**src/rtl/id_exe_reg.sv**
```systemverilog
// ID/EXE pipeline register: captures the decoded instruction word each cycle,
// with flush-to-bubble, freeze-to-hold and saturating bubble/stall counters.
module id_exe_reg #(
  parameter int WIDTH = 32,
  parameter int CNT_W = 16
) (
  input  logic             clk,
  input  logic             rst,
  input  logic             flush,
  input  logic             freeze,
  input  logic             clr_counters,

  input  logic             wb_en_in,
  input  logic             mem_r_en_in,
  input  logic             mem_w_en_in,
  input  logic             b_in,
  input  logic             s_in,
  input  logic             imm_in,
  input  logic [3:0]       exec_cmd_in,
  input  logic [WIDTH-1:0] pc_in,
  input  logic [WIDTH-1:0] val_rn_in,
  input  logic [WIDTH-1:0] val_rm_in,
  input  logic [11:0]      shift_operand_in,
  input  logic [23:0]      signed_imm_24_in,
  input  logic [3:0]       dest_in,
  input  logic [3:0]       src1_in,
  input  logic [3:0]       src2_in,
  input  logic             carry_in,

  output logic             wb_en_out,
  output logic             mem_r_en_out,
  output logic             mem_w_en_out,
  output logic             b_out,
  output logic             s_out,
  output logic             imm_out,
  output logic [3:0]       exec_cmd_out,
  output logic [WIDTH-1:0] pc_out,
  output logic [WIDTH-1:0] val_rn_out,
  output logic [WIDTH-1:0] val_rm_out,
  output logic [11:0]      shift_operand_out,
  output logic [23:0]      signed_imm_24_out,
  output logic [3:0]       dest_out,
  output logic [3:0]       src1_out,
  output logic [3:0]       src2_out,
  output logic             carry_out,

  output logic             valid_out,
  output logic [CNT_W-1:0] bubble_count,
  output logic [CNT_W-1:0] stall_count
);

  localparam int WORD_W = 6 + 4 + 3 * WIDTH + 12 + 24 + 12 + 1;

  logic [WORD_W-1:0] word_in;
  logic [WORD_W-1:0] word_reg;
  logic [WORD_W-1:0] word_next;
  logic              valid_reg;
  logic              valid_next;

  // The whole decoded word travels as one vector so flush/freeze act on it uniformly.
  assign word_in = {wb_en_in, mem_r_en_in, mem_w_en_in, b_in, s_in, imm_in,
                    exec_cmd_in, pc_in, val_rn_in, val_rm_in,
                    shift_operand_in, signed_imm_24_in,
                    dest_in, src1_in, src2_in, carry_in};

  always_comb begin
    word_next  = word_reg;
    valid_next = valid_reg;
    if (flush) begin
      word_next  = '0;
      valid_next = 1'b0;
    end else if (!freeze) begin
      word_next  = word_in;
      valid_next = 1'b1;
    end
  end

  always_ff @(posedge clk or posedge rst) begin
    if (rst) begin
      word_reg  <= '0;
      valid_reg <= 1'b0;
    end else begin
      word_reg  <= word_next;
      valid_reg <= valid_next;
    end
  end

  assign {wb_en_out, mem_r_en_out, mem_w_en_out, b_out, s_out, imm_out,
          exec_cmd_out, pc_out, val_rn_out, val_rm_out,
          shift_operand_out, signed_imm_24_out,
          dest_out, src1_out, src2_out, carry_out} = word_reg;

  assign valid_out = valid_reg;

  // Counter 0 counts flush bubbles; counter 1 counts freeze cycles not overridden by flush.
  logic [1:0] cnt_inc;
  assign cnt_inc[0] = flush;
  assign cnt_inc[1] = freeze & ~flush;

  genvar gi;
  generate
    for (gi = 0; gi < 2; gi++) begin : cnt_gen
      logic [CNT_W-1:0] cnt_reg;
      logic [CNT_W-1:0] cnt_next;

      always_comb begin
        cnt_next = cnt_reg;
        if (clr_counters) begin
          cnt_next = '0;
        end else if (cnt_inc[gi] && (cnt_reg != {CNT_W{1'b1}})) begin
          cnt_next = cnt_reg + 1'b1;
        end
      end

      always_ff @(posedge clk or posedge rst) begin
        if (rst) begin
          cnt_reg <= '0;
        end else begin
          cnt_reg <= cnt_next;
        end
      end
    end
  endgenerate

  assign bubble_count = cnt_gen[0].cnt_reg;
  assign stall_count  = cnt_gen[1].cnt_reg;

endmodule

```
**config.mk**
```make
export PLATFORM = sky130hd
export DESIGN_NAME = id_exe_reg
export DESIGN_NICKNAME = d
export VERILOG_FILES = /design/src/rtl/id_exe_reg.sv
export SDC_FILE = /design/constraint.sdc
export NUM_CORES = 1
export LEC_CHECK = 0
export ABC_AREA = 1
export BUFFER_PORTS_ARGS = -buffer_cell sky130_fd_sc_hd__buf_2
export CAP_MARGIN = 20
export CORE_MARGIN = 1
export CORE_UTILIZATION = 48
export CTS_BUF_LIST = sky130_fd_sc_hd__clkbuf_4 sky130_fd_sc_hd__clkbuf_8 sky130_fd_sc_hd__clkbuf_16
export CTS_CLUSTER_SIZE = 28
export DETAILED_ROUTE_END_ITERATION = 6
export GPL_TIMING_DRIVEN = 0
export PLACE_DENSITY = 0.8
export SYNTH_ARGS = -nofsm -noshare
export SYNTH_HDL_FRONTEND = slang
export SYNTH_SLANG_ARGS = --single-unit
```
**constraint.sdc**
```tcl
create_clock -name clk -period 7.7 [get_ports clk]
set_input_delay 1.925 -clock clk [delete_from_list [all_inputs] [get_ports clk]]
set_output_delay 1.925 -clock clk [all_outputs]
set_load 0.03 [all_outputs]
```
# [Word level (Yosys, flattened, before mapping)]
# Index checks and enable logic that the tools add are counted.
[totals] reg_bits=188 output_inout_bits=188 word_cells=23
[classes] n_addsub=2 n_eq_ne=3 mux=8 bitwise_logic=2 reduce_logical=4
[ops] cell="2-to-1 mux 155 bit" count=2
[ops] cell="2-to-1 mux 16 bit" count=4
[ops] cell="adder 16 x 1 -> 16 bit, second input constant" count=2
[ops] cell="!= test 16 bit, second input constant" count=2
[ops] cell="nonzero test 2 bit" count=2
[ops] cell="logical AND 1 bit" count=2
[ops] cell="2-to-1 mux 1 bit" count=2
[ops] cell="!= test 2 bit, second input constant" count=1
[ops] cell="AND 1 bit" count=1
[ops] cell="inverter 1 bit" count=1

# [Logic depth before layout (Yosys ltp)]
[logic_depth] depth_word=5 ltp_mapped=10 depth_no_buf=9

# [Worst setup path after synthesis]
# Ideal clock, no wire load.
[synth_timing] path_kind="input -> register" startpoint="input port flush" endpoint="register cnt_gen[1].cnt_reg[10], in the netlist stall_count[10]" setup_time_ns=0.065 t_arrival_ns=2.706 path_slack_ns=4.929 stages=6 path_buffers=1 cell_sequence="inv_2 -> nand2_1 -> nor3_2 -> buf_2 -> nand2_1 -> nand2_1"
[synth_between] elab_chain_cells=4
[synth_lines] element="start: declaration" line="9" source="input logic flush,"
[synth_lines] element="inverter 1 bit" line="98" source="assign cnt_inc[1] = freeze & ~flush;"
[synth_lines] element="AND 1 bit" line="98"
[synth_lines] element="logical AND 1 bit" line="110" source="end else if (cnt_inc[gi] && (cnt_reg != {CNT_W{1'b1}})) begin"
[synth_lines] element="nonzero test 2 bit (no line)"
[synth_lines] element="end signal: assignment" line="119" source="cnt_reg <= cnt_next;"
[synth_lines] element="end: declaration" line="103" source="logic [CNT_W-1:0] cnt_reg;"
# No other way between the ends.
# A chain may end at the register's enable or synchronous reset.

# [Worst setup path after layout]
[layout_timing] startpoint="input port flush" endpoint="register word_reg[30]"
[layout_between] elab_chain_cells=1 word_cells_on_any_way=2 classes_between="eq/ne (1); mux (1)"
[layout_lines] element="!= test 2 bit (no line) or 2-to-1 mux 155 bit (tied branches)"
[layout_lines] element="end signal: assignment" line="83" source="word_reg <= word_next;"
[layout_lines] element="end: declaration" line="55" source="logic [WORD_W-1:0] word_reg;"
# Parallel ways exist; a longest one is shown, timed or not.

==> impl_metrics.toml <==
[synthesis]
synth_ff_type = "dfrtp_1"
syn_area_per_cell_um2 = 8.40
ys_warn_count = 0
synthDistinctLibCells = 23
synth_cells = 996
syn_area_mm2 = 0.00837
synth_edf_count = 0
syn-num-nets = 1158
synth_async_sr_flop_share = 1.00
ys_seq_area_frac = 0.562
ys_ff_latch = 188

[finish]
seq_area_mm2 = 0.00470
multi_input_area_mm2 = 0.00325
nFillCells = 1457
drive_gt1_frac = 0.299
syn_to_final_growth_pct = 31.7
largest_reg_flops = 155
finalNonFillerCells = 1598
finalNetCount = 1525

[routing]
via_per_inst = 5.33
antenna_left = 0
wl_mm = 26.0
dr.pass1.iters = 5
num_vias = 8521
drt_first_iter_violations = 482
wl_per_cell_um = 16.3
drcViolationCount = 0

[worst_hold_path]
hp-class = "reg2reg"
min_from = "word_reg[82]$_DFFE_PP0N_"
worstHoldPathCells = 2

[sta]
finClkSkew_ps = 12.9
rsz0062_at_grt = "false"
slew_violations = 0
finalHoldViolations = 0
post-route-min-period_ps = 3180
setup_viol = 0
setup_ws_ps = 4520
worst-slew-pin-transition_ps = 744
max_freq_ghz = 0.315
relSlewSlack = 0.504
min_period_over_period = 0.413

[grt]
use_met1 = 0.363
grt_max_degree = 111
antenna_found_initial = 3
busiest_layer = "met2"
grtUsageTotal = 0.290
grt_pass1_wl_mm = 40.8
grt_use_met3 = 0.0665
grt_overflow = 0
grt_pass1_vias = 8073
use_met2 = 0.491

[worst_setup_path]
slowest_delay_ps = 580
worst_ep_arrival_time_ps = 3530
crit_cells = 6
path_max_fanout = 10
startpoint_type = "input port"
crit_chain = "buf_2, inv_2, clkbuf_1, clkbuf_1, nand3_1, nand2_1"
crit_buf_inv = 4
r2r_cells = 10
endpoint_kind = "flop"
critPathSlowestCell = "clkbuf_1"
crit_type = "in2reg"
critical_path.top_delay_family = "buffers and inverters"
startpoint = "flush"
path_common_cell = "clkbuf_1"
required_ps = 8050
r2r-start = "stall_count[0]$_DFFE_PP0P_"

[clocking]
cts_tree = "done"
clk_latency_ps = 430
cts_resized = 0
ctsHoldBuffers = 0
cts_made_buffers = 17
numClockSinks = 188
postCtsSetupBuffers = 0
cts.clk_slew.worst_paths_ps = 80
cts_root_buf = "clkbuf_16"
htreeDepth = 4
clock_path_buffers = 2

[placed_design]
dp_cells = 1564
gp_congestion = 0.901
portBuffers = 347
dp.final_hpwl_mm = 19.2
dp_slack_ps = 4040

[floorplan]
start_util = 0.497
io-pin-count = 348
die-area_mm2 = 0.0180
die_w_um = 134
rows = 47
die_y_um = 134
core_mm2 = 0.0168

[power_and_ir_drop]
p_per_area_mw_per_mm2 = 214
ir_worst_vdd_uv = 145
p_leak_nw = 6.35

[run]
maxCapViolCount = 0

[status]
status = "finished, final reports clean"
[synth_stat cells (2+ instances only)]
library cell,number,area (µm²)
a21oi_1,3,15.0
buf_1,12,45.0
buf_2,16,80.1
clkbuf_1,42,158
dfrtp_1,188,4700
ha_1,2,25.0
inv_1,30,113
inv_2,2,7.51
nand2_1,292,1100
nand2_2,2,12.5
nand3_1,335,1680
nand3b_1,2,15.0
nand4_1,8,50.1
nor2_1,28,105
nor2_2,7,43.8
nor2_4,2,22.5
o21ai_0,3,15.0
o21ai_1,3,15.0
o21bai_1,3,22.5
xnor2_1,3,26.3
xor2_1,11,96.3
[report_power, final]
part / leakage, nW / internal (W) / switching [W]
sequential: 2.47 / 0.00105 / 0.0000354
clock: 0.288 / 0.000438 / 0.000435
combinational: 3.60 / 0.000115 / 0.000288
[cell type report]
cell class / count / share of cell area
sequential: 188 / 0.427
multi-input combinational: 705 / 0.295
timing repair buffer: 348 / 0.160
clock buffer: 17 / 0.0386
buffer: 71 / 0.0267
tap: 220 / 0.0250
clock inverter: 15 / 0.0161
inverter: 32 / 0.0116
antenna: 2 / 0.000454
[logic make-up (layout without fill, tap and decap cells)]
logic type	after synthesis	after routing	synth area share
buffers and inverters	103	483	0.0495
and+or+nand+nor	677	677	0.362
DFF	188	188	0.562
adders and majority gates	2	2	0.00299
AOI/OAI and AO/OA	12	12	0.00807
other	0	2	0
xor gates and xnor gates	14	14	0.0147
[tightest hold or removal path, cell delays in order (launching register included)]
cell and delay (ps):
dfrtp_1 340, nand3_1 70, nand2_1 60
[stage by stage]
step	setup TNS [ps]	hold slack (ps)	total power, W	util	cell area, µm²
floorplan	0	645	0.00134	-	8370
global placement	-261970	484	0.00150	0.617	10400
detailed placement	0	488	0.00150	0.619	10400
CTS	0	506	0.00237	0.655	11000
global route	0	524	0.00244	0.655	11000
finish	0	507	0.00236	0.655	11000
[metal layers]
metal	up-vias	wire, µm
met5	-	10
met4	2	741
met3	59	1980
met2	388	13000
met1	4045	10300
li1	4027	-
[cells in the final DEF (no fill, tap or decap), types with 3 or more instances in the layout]
| cell | synthesis | final |
|---|---|---|
| buf_2 | 16 | 363 |
| nand3_1 | 335 | 335 |
| nand2_1 | 292 | 292 |
| dfrtp_1 | 188 | 188 |
| clkbuf_1 | 42 | 42 |
| inv_1 | 30 | 29 |
| nor2_1 | 28 | 28 |
| clkbuf_16 | 0 | 17 |
| buf_1 | 12 | 12 |
| xor2_1 | 11 | 11 |
| nand4_1 | 8 | 8 |
| nor2_2 | 7 | 7 |
| clkinv_8 | 0 | 6 |
| inv_6 | 0 | 5 |
| o21bai_1 | 3 | 3 |
| o21ai_0 | 3 | 3 |
| a21oi_1 | 3 | 3 |
| xnor2_1 | 3 | 3 |
| o21ai_1 | 3 | 3 |
[path summary, 6_finish.rpt]
kind                                               to  slack (ps)
min in group asynchronous    word_reg[33]$_DFFE_PP0N_        1550
hold reg to reg              word_reg[82]$_DFFE_PP0N_         510
hold / removal               word_reg[82]$_DFFE_PP0N_         510
setup / recovery             word_reg[30]$_DFFE_PP0N_        4520
setup reg to reg           stall_count[9]$_DFFE_PP0P_        5870
max in group asynchronous    word_reg[15]$_DFFE_PP0N_        5240
No activity file was read; power rests on OpenSTA's default activity.
